File: config.mk
export PLATFORM = sky130hd
export DESIGN_NAME = pulse_bcd_counter
export DESIGN_NICKNAME = d
export VERILOG_FILES = /design/src/rtl/pulse_bcd_counter.sv
export SDC_FILE = /design/constraint.sdc
export NUM_CORES = 1
export LEC_CHECK = 0
export BUFFER_PORTS_ARGS = -buffer_cell sky130_fd_sc_hd__buf_2
export CAP_MARGIN = 20
export CORE_ASPECT_RATIO = 1.1
export CORE_MARGIN = 2
export CORE_UTILIZATION = 45
export CTS_CLUSTER_DIAMETER = 100
export DETAILED_ROUTE_END_ITERATION = 7
export GPL_ROUTABILITY_DRIVEN = 0
export PLACE_DENSITY = 0.73
export SETUP_SLACK_MARGIN = 0.15
export SYNTH_ARGS = -nofsm -noshare
export SYNTH_HDL_FRONTEND = slang
export SYNTH_SLANG_ARGS = --single-unit
File: constraint.sdc
create_clock -name clk -period 3 [get_ports clk]
set_input_delay 0.3 -clock clk [delete_from_list [all_inputs] [get_ports clk]]
set_output_delay 0.3 -clock clk [all_outputs]
set_load 0.05 [all_outputs]
File: src/rtl/pulse_bcd_counter.sv
// Two-digit BCD event counter fed by a single-cycle pulse detector, with a
// sticky wrap flag and a time-multiplexed seven-segment display driver.
module pulse_bcd_counter #(
  parameter logic [15:0] SCAN_DIV = 16'd50000
) (
  input  logic       clk,
  input  logic       rst,
  input  logic       pulse_in,
  input  logic       clr,
  output logic [3:0] bcd_ones,
  output logic [3:0] bcd_tens,
  output logic       ovf,
  output logic [1:0] dig_en,
  output logic [6:0] seg
);

  localparam logic [15:0] SCAN_LAST = SCAN_DIV - 16'd1;

  logic        pulse_d;
  logic        event_w;
  logic [3:0]  ones_nxt;
  logic [3:0]  tens_nxt;
  logic        ovf_nxt;
  logic [15:0] scan_cnt;
  logic [15:0] scan_nxt;
  logic [1:0]  dig_en_nxt;
  logic [3:0]  sel_digit;
  logic [6:0]  seg_nxt;

  // Segment pattern {g,f,e,d,c,b,a}; values above 9 cannot occur and blank.
  function automatic logic [6:0] seg_decode(input logic [3:0] d);
    logic [6:0] s;
    case (d)
      4'd0:    s = 7'h3F;
      4'd1:    s = 7'h06;
      4'd2:    s = 7'h5B;
      4'd3:    s = 7'h4F;
      4'd4:    s = 7'h66;
      4'd5:    s = 7'h6D;
      4'd6:    s = 7'h7D;
      4'd7:    s = 7'h07;
      4'd8:    s = 7'h7F;
      4'd9:    s = 7'h6F;
      default: s = 7'h00;
    endcase
    return s;
  endfunction

  // Rising-edge event and next count value; clear wins over a same-cycle event.
  always_comb begin
    event_w  = pulse_in & ~pulse_d;
    ones_nxt = bcd_ones;
    tens_nxt = bcd_tens;
    ovf_nxt  = ovf;
    if (clr) begin
      ones_nxt = 4'd0;
      tens_nxt = 4'd0;
      ovf_nxt  = 1'b0;
    end else if (event_w) begin
      if (bcd_ones != 4'd9) begin
        ones_nxt = bcd_ones + 4'd1;
      end else if (bcd_tens != 4'd9) begin
        ones_nxt = 4'd0;
        tens_nxt = bcd_tens + 4'd1;
      end else begin
        ones_nxt = 4'd0;
        tens_nxt = 4'd0;
        ovf_nxt  = 1'b1;
      end
    end
  end

  // Scan slot timing; seg decodes from next dig_en so both move on one edge.
  always_comb begin
    if (scan_cnt == SCAN_LAST) begin
      scan_nxt   = 16'd0;
      dig_en_nxt = {dig_en[0], dig_en[1]};
    end else begin
      scan_nxt   = scan_cnt + 16'd1;
      dig_en_nxt = dig_en;
    end
    sel_digit = dig_en_nxt[0] ? bcd_ones : bcd_tens;
    seg_nxt   = seg_decode(sel_digit);
  end

  // State registers; pulse_d resets high so a level held through reset is ignored.
  always_ff @(posedge clk) begin
    if (rst) begin
      pulse_d  <= 1'b1;
      bcd_ones <= 4'd0;
      bcd_tens <= 4'd0;
      ovf      <= 1'b0;
      scan_cnt <= 16'd0;
      dig_en   <= 2'b01;
      seg      <= 7'h3F;
    end else begin
      pulse_d  <= pulse_in;
      bcd_ones <= ones_nxt;
      bcd_tens <= tens_nxt;
      ovf      <= ovf_nxt;
      scan_cnt <= scan_nxt;
      dig_en   <= dig_en_nxt;
      seg      <= seg_nxt;
    end
  end

endmodule

# After elaboration in Yosys (flattened, before gate mapping)
# Memory sizes are Yosys's and may differ from the RTL's. A register that Yosys moved wholly into a read port is not among the register bits.
# Index checks and enable logic that the tools add are counted.
# W data, S select, Z words.
# totals
register_bits	28
latchBits	0
ram_bits	0
rom_bits	112
out_inout_bits	18
wordCells	26
mem_count	1
# classes
n_addsub	3
multipliers	0
div	0
magnitude_cmp	0
eq_ne	3
n_shift	0
muxes	4
n_bitwise	4
n_reduce_logical	4
# memory_table
name	depth	word_bits	read_ports	rd_ports_with_merged_regs	wr	line	source
(no name shown)	16	7	1	1	0	33	case (d)
# op_table
cell	count
$add A16 B1 Y16 const B	1
$eq A16 B16 Y1 const B	1
$mux W4	3
$add A4 B1 Y4 const B	2
$ne A4 B4 Y1 const B	2
$reduce_or A2 Y1	2
$not A1 Y1	3
$reduce_and A3 Y1	1
$reduce_and A2 Y1	1
$and A1 B1 Y1	1
$mux W1	1

# Longest topological paths before layout
# logic_depth
depth_word	3
ltp_mapped	10
mapped_depth_nobuf	10

# Worst setup path after synthesis
# No wires, ideal clock.
# synth_path
path_kind	register to register
start	reg scan_cnt[0]
end	reg seg[6]
arrival_time_ns	2.461
setup_slack_ns	0.452
stages_incl_launch_ff	10
path_buffers	0
path_cell_list	dfxtp_1 ha_1 and3_2 nand4_4 mux2i_4 mux2i_1 inv_1 ha_1 or4_1 o31ai_1
# synth_via
elab_chain_cells	3
# synth_lines
element	line	source
from (decl)	24	logic [15:0] scan_cnt;
from (signal assigned)	101	scan_cnt <= scan_nxt;
$eq A16 B16 Y1	75	if (scan_cnt == SCAN_LAST) begin
$mux W1	75	
$mux W4	82	sel_digit = dig_en_nxt[0] ? bcd_ones : bcd_tens;
to (decl)	14	output logic [6:0] seg
# No other way between the ends.
# A chain may end at the register's enable or synchronous reset.

# Worst setup path in the final report
# Ends and elaborated chain as after synthesis.

==> flow_summary.ini <==
[outcome]
status = finished, final reports clean

[power]
p_sw_w = 0.0001885
p_per_area_nw_per_um2 = 488.8
p_comb_share_pct = 3.0
p_sw_share_pct = 20.11
peakVddDrop_v = 0.0002547
p_leak_nw = 0.7728
p_int_w = 0.0007486
pwr-share-seq_pct = 50.5
p_clk_share_pct = 46.5

[logic_synthesis]
synth.avg_cell_area_um2 = 9.653
syn-num-nets = 183
synthesis.area_um2 = 1660
syn_inst = 172
seq_area_frac_synth_pct = 42.20
synth_seq_cells = 35
ys_types = 43
yosysWarningCount = 0

[timing]
skew_ns = 0.003881
final-setup-viol-count = 0
slew_viol_final = 0
setup_slack_ns = 0.4007
max_freq_mhz = 384.7
tightest_slew_ns = 0.4772
post-route-period-util_pct = 86.64
final_hold_viol_count = 0
setup_tns_ns = 0
rsz0062_at_grt = false
max-slew-margin-rel_pct = 67.56
layout_min_cycle_time_ns = 2.599

[critical_path]
required_ns = 3.21
cp_max_fo = 6
critPathKind = flop to flop
startpoint_type = flop
crit_family = simple AND/OR/NAND/NOR gates
ff2ff_path_depth = 8
arrival_ns = 2.80
max_stage_delay_ns = 0.52
cp-end-kind = flop
critical-path-slowest-cell = or4_1
cpMostUsedCell = ha_1
cp_cell_sequence = ha_1 -> and3_2 -> nand4_4 -> mux2i_4 -> mux2_2 -> ha_1 -> or4_1 -> o31ai_1
crit_buf_inv = 0
cp.depth = 8

[drt]
wl_um = 2891
firstDrtPassIters = 4
drt_iter0_drc = 37
antenna_left = 0
via_per_inst = 4.935
wl_per_cell_um = 11.70
vias = 1219
post-route-drc-count = 0

[cts]
postCtsSetupBuffers = 0
clkTransAtPathRegs_ns = 0.07
cts_tree = done
holdBufCountCts = 0
cts_buffers = 5
cts_resized = 0
clk_latency_ns = 0.29
clkSinkCount = 35
cts_max_level = 2
cts_buffer_depth = 2
cts_root_buf = clkbuf_8

[floorplan]
initial_utilization_pct = 46.16
die_area_um2 = 4192
die_w_um = 61.92
core_um2 = 3597
fp.dieH_um = 67.71
io_pins = 22
rows = 23

[placement]
dp_slack_ns = 0.4174
numPortBuffers = 21
dp_hpwl_um = 2006
dp_cells = 239

[worst_hold_path]
hp-class = input port to flop
hold_depth = 2

[run]
max_cap_violations = 0

[grt]
grt_remaining_overflow = 0
antenna_found_initial = 0
grt_usage_pct = 16.17
grt_pass1_vias = 1131
grt_pass1_wl_um = 4947
grt_start_max_net_pins = 17

[final_layout]
num_antenna_cells = 0
final_util_pct = 53.29
drive_above_1_share_pct = 23.86
mostFrequentLayoutCell = dfxtp_1
finish.net_count = 207
fill_cells = 327
final_cell_mix = 35 x dfxtp_1, 23 x nor2_1, 21 x buf_2
area_growth_pct = 15.45
finalNonFillerCells = 247
final timing paths:
| kind | start | endpoint | slack [ns] |
|---|---|---|---|
| hold / removal | pulse_in | pulse_d | 0.23 |
| setup reg to reg | scan_cnt[0] | seg[6] | 0.40 |
| setup / recovery | scan_cnt[0] | seg[6] | 0.40 |
| hold reg to reg | scan_cnt[0] | scan_cnt[0] | 0.45 |
per-stage QoR:
step | cell area [µm²] | power (W) | hold WS [ns]
floorplan | 1660 | 0.0005059 | 0.4065
global placement | 1799 | 0.0005118 | 0.4213
detailed placement | 1799 | 0.0005123 | 0.4498
CTS | 1917 | 0.0009473 | 0.2221
global route | 1917 | 0.0009678 | 0.2390
finish | 1917 | 0.0009370 | 0.2263
power by group through the flow:
stage / Sequential (W) / Clock [W] / Combinational, W
after floorplan: 0.000487 / 0 / 0.0000190
after global placement: 0.000483 / 0 / 0.0000286
after detailed placement: 0.000484 / 0 / 0.0000287
after CTS: 0.000473 / 0.000446 / 0.0000289
after global routing: 0.000473 / 0.000462 / 0.0000323
final: 0.000473 / 0.000436 / 0.0000282
metal layers:
metal / track usage [%] / vias up / share of wire (%)
met3: 4.598 / 7 / 4.9
met1: 18.92 / 555 / 47
li1: - / 632 / -
met2: 26.18 / 25 / 46
met5: 0 / - / 0
met4: 8.777 / 0 / 2.2
sequential cells by signal, summed over array words and instances, names as in the netlist:
register	flops
ovf	1
dig_en	2
bcd_ones	4
seg	7
pulse_d	1
bcd_tens	4
scan_cnt	16
kinds of logic after synthesis:
logic type	synth area share, %
muxes	8.138
DFF	42.20
and+or+nand+nor	23.59
AOI/OAI and AO/OA	8.289
adders and majority gates	5.275
buffers and inverters	3.541
xor gates and xnor gates	8.967
synth_stat cells (all sizes together):
cell / instances / share of area (%)
nor4b: 1 / 1.4
a41oi: 1 / 0.53
or4: 1 / 0.45
nand2: 7 / 1.6
o31ai: 1 / 0.45
nand4: 2 / 1.7
or2: 2 / 0.75
a31oi: 2 / 0.75
xnor2: 10 / 5.3
nor2b: 5 / 1.9
ha: 7 / 5.3
clkbuf: 4 / 1.5
or2b: 2 / 0.98
nor2: 23 / 5.2
mux2i: 7 / 5.2
and4: 1 / 0.53
nand2b: 2 / 0.75
a21oi: 7 / 2.1
inv: 6 / 1.4
and4bb: 2 / 1.5
and3: 6 / 2.4
a311o: 1 / 0.68
nor3: 2 / 0.60
and2: 1 / 0.38
xor2: 7 / 3.7
dfxtp: 35 / 42
buf: 1 / 0.68
mux2: 4 / 2.9
o21ai: 11 / 3.3
a21o: 1 / 0.45
nand3: 6 / 1.8
or3: 2 / 0.75
nand3b: 1 / 0.45
nor3b: 1 / 0.45
worst register-to-register path, delay by kind of cell, from the launching register on:
kind	cells	cell delay, ns
compound gates	1	0.08
fa+ha+maj	2	0.44
flops	1	0.32
mux	2	0.80
simple gates	3	0.88
layout make-up:
class                   count  area, µm²  share of cell area, %
multi-input cells         126      900.9                  47.00
flip-flops and latches     35      700.7                  36.55
repair buffers             22      112.6                  5.875
clock buffers               6      82.58                  4.308
well taps                  50      62.56                  3.264
clock inverters             2      35.03                  1.828
inverters                   6      22.52                  1.175
Power figures use the tool's default switching activity.
